==> config.mk <==
export PLATFORM = sky130hd
export DESIGN_NAME = ir_cmd_scheduler
export DESIGN_NICKNAME = d
export VERILOG_FILES = /design/src/rtl/ir_cmd_scheduler.sv
export SDC_FILE = /design/constraint.sdc
export NUM_CORES = 1
export LEC_CHECK = 0
export BUFFER_PORTS_ARGS = -buffer_cell sky130_fd_sc_hd__buf_2
export CELL_PAD_IN_SITES_DETAIL_PLACEMENT = 1
export CELL_PAD_IN_SITES_GLOBAL_PLACEMENT = 1
export CORE_MARGIN = 2
export CORE_UTILIZATION = 25
export CTS_BUF_LIST = sky130_fd_sc_hd__clkbuf_4 sky130_fd_sc_hd__clkbuf_8 sky130_fd_sc_hd__clkbuf_16
export DETAILED_ROUTE_END_ITERATION = 10
export GPL_TIMING_DRIVEN = 0
export PLACE_DENSITY_LB_ADDON = 0.08
export SYNTH_ARGS = -nofsm -noshare
export SYNTH_HDL_FRONTEND = slang
export SYNTH_SLANG_ARGS = --single-unit
==> constraint.sdc <==
create_clock -name clk25 -period 5 [get_ports clk25]
set_input_delay 0.75 -clock clk25 [delete_from_list [all_inputs] [get_ports clk25]]
set_output_delay 0.75 -clock clk25 [all_outputs]
set_load 0.03 [all_outputs]
==> src/rtl/ir_cmd_scheduler.sv <==
// Round-robin key-to-NEC command scheduler feeding the ir_encoder valid/ready port.
// Issues a full frame on grant, then repeat frames at a fixed period while the key is held.
module ir_cmd_scheduler #(
  parameter int unsigned FRAME_PERIOD_CYC = 2700000,
  parameter logic [31:0] CODE0            = 32'b10011101011000100000011100000111,
  parameter logic [31:0] CODE1            = 32'b10011111011000000000011100000111,
  parameter logic [31:0] CODE2            = 32'b10011110011000010000011100000111,
  parameter logic [31:0] CODE3            = 32'b10011010011001010000011100000111,
  parameter bit          REPEAT_EN        = 1'b1
) (
  input  logic        clk25,
  input  logic        rst,
  input  logic [3:0]  btn_state,
  input  logic        enc_ready,
  output logic [31:0] cmd,
  output logic        valid,
  output logic        repeat_frame,
  output logic [1:0]  active_id,
  output logic        busy
);

  localparam int unsigned CNT_W   = 24;
  localparam int unsigned NUM_REQ = 4;
  localparam int unsigned ID_W    = 2;
  localparam int unsigned CMD_W   = 32;

  // Accept cycle plus the decision cycle account for the two missing counts.
  localparam logic [CNT_W-1:0] GAP_LOAD = CNT_W'(FRAME_PERIOD_CYC - 2);

  typedef enum logic [1:0] {
    IDLE  = 2'd0,
    ISSUE = 2'd1,
    GAP   = 2'd2
  } state_t;

  state_t               state, state_d;
  logic [CNT_W-1:0]     gap_cnt, gap_cnt_d;
  logic [ID_W-1:0]      last_id, last_id_d;
  logic [NUM_REQ-1:0]   mask, mask_d;
  logic [CMD_W-1:0]     cmd_d;
  logic                 valid_d;
  logic                 repeat_d;
  logic [ID_W-1:0]      id_d;
  logic                 busy_d;

  logic [NUM_REQ-1:0]   req;
  logic                 grant_vld;
  logic [ID_W-1:0]      grant_id;
  logic [ID_W-1:0]      idx;

  function automatic logic [CMD_W-1:0] code_of(input logic [ID_W-1:0] id);
    case (id)
      2'd0:    code_of = CODE0;
      2'd1:    code_of = CODE1;
      2'd2:    code_of = CODE2;
      default: code_of = CODE3;
    endcase
  endfunction

  // Round-robin pick starting one past the last served requester.
  always_comb begin
    req       = btn_state & ~mask;
    grant_vld = 1'b0;
    grant_id  = last_id;
    idx       = last_id;
    for (int unsigned i = 1; i <= NUM_REQ; i++) begin
      idx = last_id + ID_W'(i);
      if (!grant_vld && req[idx]) begin
        grant_vld = 1'b1;
        grant_id  = idx;
      end
    end
  end

  // Next-state and next-output logic.
  always_comb begin
    state_d   = state;
    gap_cnt_d = gap_cnt;
    last_id_d = last_id;
    mask_d    = mask & btn_state;
    cmd_d     = cmd;
    valid_d   = valid;
    repeat_d  = repeat_frame;
    id_d      = active_id;

    case (state)
      IDLE: begin
        if (grant_vld) begin
          state_d  = ISSUE;
          valid_d  = 1'b1;
          repeat_d = 1'b0;
          cmd_d    = code_of(grant_id);
          id_d     = grant_id;
          if (!REPEAT_EN) mask_d[grant_id] = 1'b1;
        end
      end

      ISSUE: begin
        if (enc_ready) begin
          state_d   = GAP;
          valid_d   = 1'b0;
          gap_cnt_d = GAP_LOAD;
          last_id_d = active_id;
        end
      end

      GAP: begin
        if (gap_cnt != '0) begin
          gap_cnt_d = gap_cnt - CNT_W'(1);
        end else if (enc_ready) begin
          if (REPEAT_EN && btn_state[active_id]) begin
            state_d  = ISSUE;
            valid_d  = 1'b1;
            repeat_d = 1'b1;
          end else if (grant_vld) begin
            state_d  = ISSUE;
            valid_d  = 1'b1;
            repeat_d = 1'b0;
            cmd_d    = code_of(grant_id);
            id_d     = grant_id;
            if (!REPEAT_EN) mask_d[grant_id] = 1'b1;
          end else begin
            state_d = IDLE;
          end
        end
      end

      default: begin
        state_d = IDLE;
        valid_d = 1'b0;
      end
    endcase

    busy_d = (state_d != IDLE);
  end

  // State and registered outputs.
  always_ff @(posedge clk25 or posedge rst) begin
    if (rst) begin
      state        <= IDLE;
      gap_cnt      <= '0;
      last_id      <= ID_W'(NUM_REQ - 1);
      mask         <= '0;
      cmd          <= '0;
      valid        <= 1'b0;
      repeat_frame <= 1'b0;
      active_id    <= '0;
      busy         <= 1'b0;
    end else begin
      state        <= state_d;
      gap_cnt      <= gap_cnt_d;
      last_id      <= last_id_d;
      mask         <= mask_d;
      cmd          <= cmd_d;
      valid        <= valid_d;
      repeat_frame <= repeat_d;
      active_id    <= id_d;
      busy         <= busy_d;
    end
  end

endmodule

==> flow_metrics.py <==
metrics = {
    "worst_setup_path": {
        "crit_buf_inv": 1,
        "crit_arrival_ns": 2.66,
        "cpPeakStageDelay_ns": 0.48,
        "critPathLaunch": "gap_cnt[0]$_DFFE_PP0P_",
        "crit_path_start_kind": "flip-flop",
        "worstPathRequired_ns": 5.19,
        "end_kind": "flip-flop",
        "crit_cells": 7,
        "reg2reg_depth": 7,
        "critical-path-top-delay-family": "simple AND/OR/NAND/NOR gates",
        "crit_fanout": 10,
        "worstPathCellList": "inv_1 > ha_1 > nor3b_1 > nand4_4 > o31a_1 > nor4_4 > nor2_1",
        "crit_type": "flip-flop to flip-flop",
        "cp_slowest_cell": "nor3b_1",
        "r2r_start": "gap_cnt[0]$_DFFE_PP0P_",
    },
    "outcome": {
        "status": "finished, final reports clean",
    },
    "sta": {
        "grt_setup_unrepaired": "false",
        "finalHoldViolations": 0,
        "hold_slack_ns": 0.387,
        "post-route-min-period_ns": 2.47,
        "fin_crit_sh_pct": 49.4,
        "setup_tns_ns": 0,
        "fmax_mhz": 405,
        "fin_skew_ns": 0.0102,
        "worst_slew_margin_rel_pct": 54.6,
        "worst_pin_slew_ns": 0.674,
        "setup_viol": 0,
        "slew_violations": 0,
    },
    "yosys": {
        "async_reset_ff_share_pct": 100,
        "postSynthCellCount": 271,
        "synth_edf_count": 0,
        "ys_seq_area_share_pct": 41.9,
        "syn-cell-area_um2": 2630,
        "synth-warning-count": 0,
        "synth-seq-cells": 44,
        "synth-main-ff-cell": "dfrtp_1",
        "synth_area_per_cell_um2": 9.72,
        "synth.distinct_cells": 60,
    },
    "min_path": {
        "hp-class": "primary input to async pin",
    },
    "pwr": {
        "ir_drop_v": 0.000151,
        "powerDensity_nw_per_um2": 418,
        "p_leak_nw": 1.29,
    },
    "placed_design": {
        "dp.final_hpwl_um": 4980,
        "io_buffers": 28,
        "place_congestion": 0.781,
    },
    "global_routing": {
        "first_global_vias": 2148,
        "antenna_found_initial": 0,
        "globalRoute.totalOverflow": 0,
        "grt_max_degree": 34,
        "grt_first_pass_wirelength_um": 11400,
        "track_usage_pct": 12.8,
    },
    "route": {
        "finalWirelength_um": 6800,
        "firstDrtPassIters": 4,
        "vias_per_cell": 4.67,
        "dr_total_vias": 2139,
        "post_drt_wl_per_cell_um": 14.8,
        "drt-initial-drc-count": 59,
        "drcViolationCount": 0,
        "ant_nets": 0,
    },
    "clock_tree": {
        "clock_path_buffers": 2,
        "hold_buffers": 0,
        "clkLatencyLatePin_ns": 0.31,
        "clk_pin_slew_ns": 0.10,
        "cts_root_buf": "clkbuf_8",
        "cts_max_level": 2,
        "cts_resized": 0,
        "post_cts_buffers": 0,
        "cts_sinks": 44,
        "cts_made_buffers": 5,
        "tritoncts": "done",
    },
    "die": {
        "core_um2": 10300,
        "dieHeight_um": 107,
        "initial_core_util_pct": 25.6,
        "die_x_um": 107,
        "ios": 44,
        "row_count": 37,
        "dieArea_um2": 11400,
    },
    "layout": {
        "drive_gt1_share_pct": 25.8,
        "diodes": 0,
        "layout-area-overhead-vs-synth_pct": 19.0,
        "nets": 330,
    },
    "run": {
        "max-cap-violations": 0,
    },
}
kinds of logic (layout without fill, tap and decap cells):
| group | count (synthesis) | count (layout) | share of synthesized area [%] |
|---|---|---|---|
| other cells | 1 | 15 | 0.142 |
| compound gates | 56 | 56 | 14.4 |
| flops | 44 | 44 | 41.9 |
| simple gates | 108 | 108 | 25.8 |
| xor+xnor | 8 | 8 | 2.66 |
| buf+inv | 44 | 81 | 10.2 |
| fa+ha+maj | 2 | 2 | 0.950 |
| mux | 8 | 8 | 3.90 |
report_power, final:
part,switching [mW],internal [mW]
registers,0.0492,0.428
clock network,0.145,0.151
logic,0.355,0.181
total,0.550,0.760
state kept, by name, summed over array words and instances, names as in the netlist:
| register | flops |
|---|---|
| repeat_frame | 1 |
| cmd | 7 |
| valid | 1 |
| busy | 1 |
| last_id | 2 |
| active_id | 2 |
| state | 2 |
| mask | 4 |
| gap_cnt | 24 |
per-stage QoR:
step	worst slack (ns)	std cells	power (mW)	utilization, %	instance area, um2
detailed placement	2.48	450	1.03	29.4	3020
global route	2.26	458	1.41	30.5	3130
CTS	2.51	458	1.34	30.5	3130
floorplan	2.80	285	0.875	-	2690
finish	2.53	458	1.31	30.5	3130
global placement	2.36	449	1.03	29.2	3000
routing by layer:
layer / vias to the layer above / part of all wire (%) / global-route usage, %
met5: - / 0 / 0
met4: 0 / 1.2 / 3.62
met3: 8 / 3.6 / 2.49
met2: 34 / 46 / 21.0
met1: 1057 / 49 / 17.2
li1: 1040 / - / -
synthesized netlist by cell type (3+ instances only):
cell type | number | area share, %
dfrtp_1 | 42 | 40
buf_4 | 27 | 7.7
nand2_1 | 25 | 3.6
o21ai_0 | 18 | 3.4
nor2_1 | 13 | 1.9
a21oi_1 | 10 | 1.9
inv_1 | 9 | 1.3
nand2b_1 | 9 | 2.1
clkbuf_1 | 7 | 1.0
nand3_1 | 6 | 1.1
nor4_1 | 6 | 1.4
mux2i_1 | 5 | 1.9
nand4_1 | 5 | 1.2
nor3_1 | 5 | 0.95
or3_1 | 5 | 1.2
and2_1 | 4 | 0.95
nor2b_1 | 4 | 0.95
nor4_4 | 4 | 3.2
xnor2_1 | 4 | 1.3
xor2_1 | 4 | 1.3
a31oi_1 | 3 | 0.71
and4_1 | 3 | 1.0
nor3b_1 | 3 | 0.86
o31ai_1 | 3 | 0.86
or4_1 | 3 | 0.86
layout make-up:
class | count | area (um2)
plain buffers | 35 | 234
clock inverters | 3 | 47.5
multi-input cells | 197 | 1320
well taps | 136 | 170
inverters | 9 | 33.8
fillers | 1231 | 7140
flip-flops and latches | 44 | 1100
clock buffers | 5 | 68.8
repair buffers | 29 | 160
placed cells by master, fill, tap and decap left out, types with 3 or more instances in the layout:
cell type	n
clkbuf_8	5
nor3_1	5
conb_1	15
dfrtp_1	42
nand2b_1	9
clkbuf_1	7
or3_1	5
and2_1	4
nand4_1	5
xor2_1	4
inv_1	8
nor4_4	4
nand2_1	25
nand3_1	6
o21ai_0	18
a31oi_1	3
nor2_1	13
mux2i_1	5
a21oi_1	10
and4_1	3
nor2b_1	4
o31ai_1	3
nor4_1	6
or4_1	3
buf_2	29
buf_4	27
xnor2_1	4
nor3b_1	3
worst register-to-register path: stages, from the launching register on:
cell and delay [ns]:
dfrtp_1 0.43, inv_1 0.10, ha_1 0.18, nor3b_1 0.48, nand4_4 0.27, o31a_1 0.46, nor4_4 0.35, nor2_1 0.09
path summary, 6_finish.rpt:
check                                    endpoint  slack (ns)
min in group clk25            cmd[16]$_DFFE_PP0P_        0.50
setup reg to reg              cmd[24]$_DFFE_PP0P_        2.53
setup / recovery              cmd[24]$_DFFE_PP0P_        2.53
hold reg to reg               cmd[16]$_DFFE_PP0P_        0.50
max in group asynchronous  last_id[0]$_DFFE_PP1P_        4.06
hold / removal             gap_cnt[8]$_DFFE_PP0P_        0.39
Note: power is estimated with default switching activity, not from simulation.
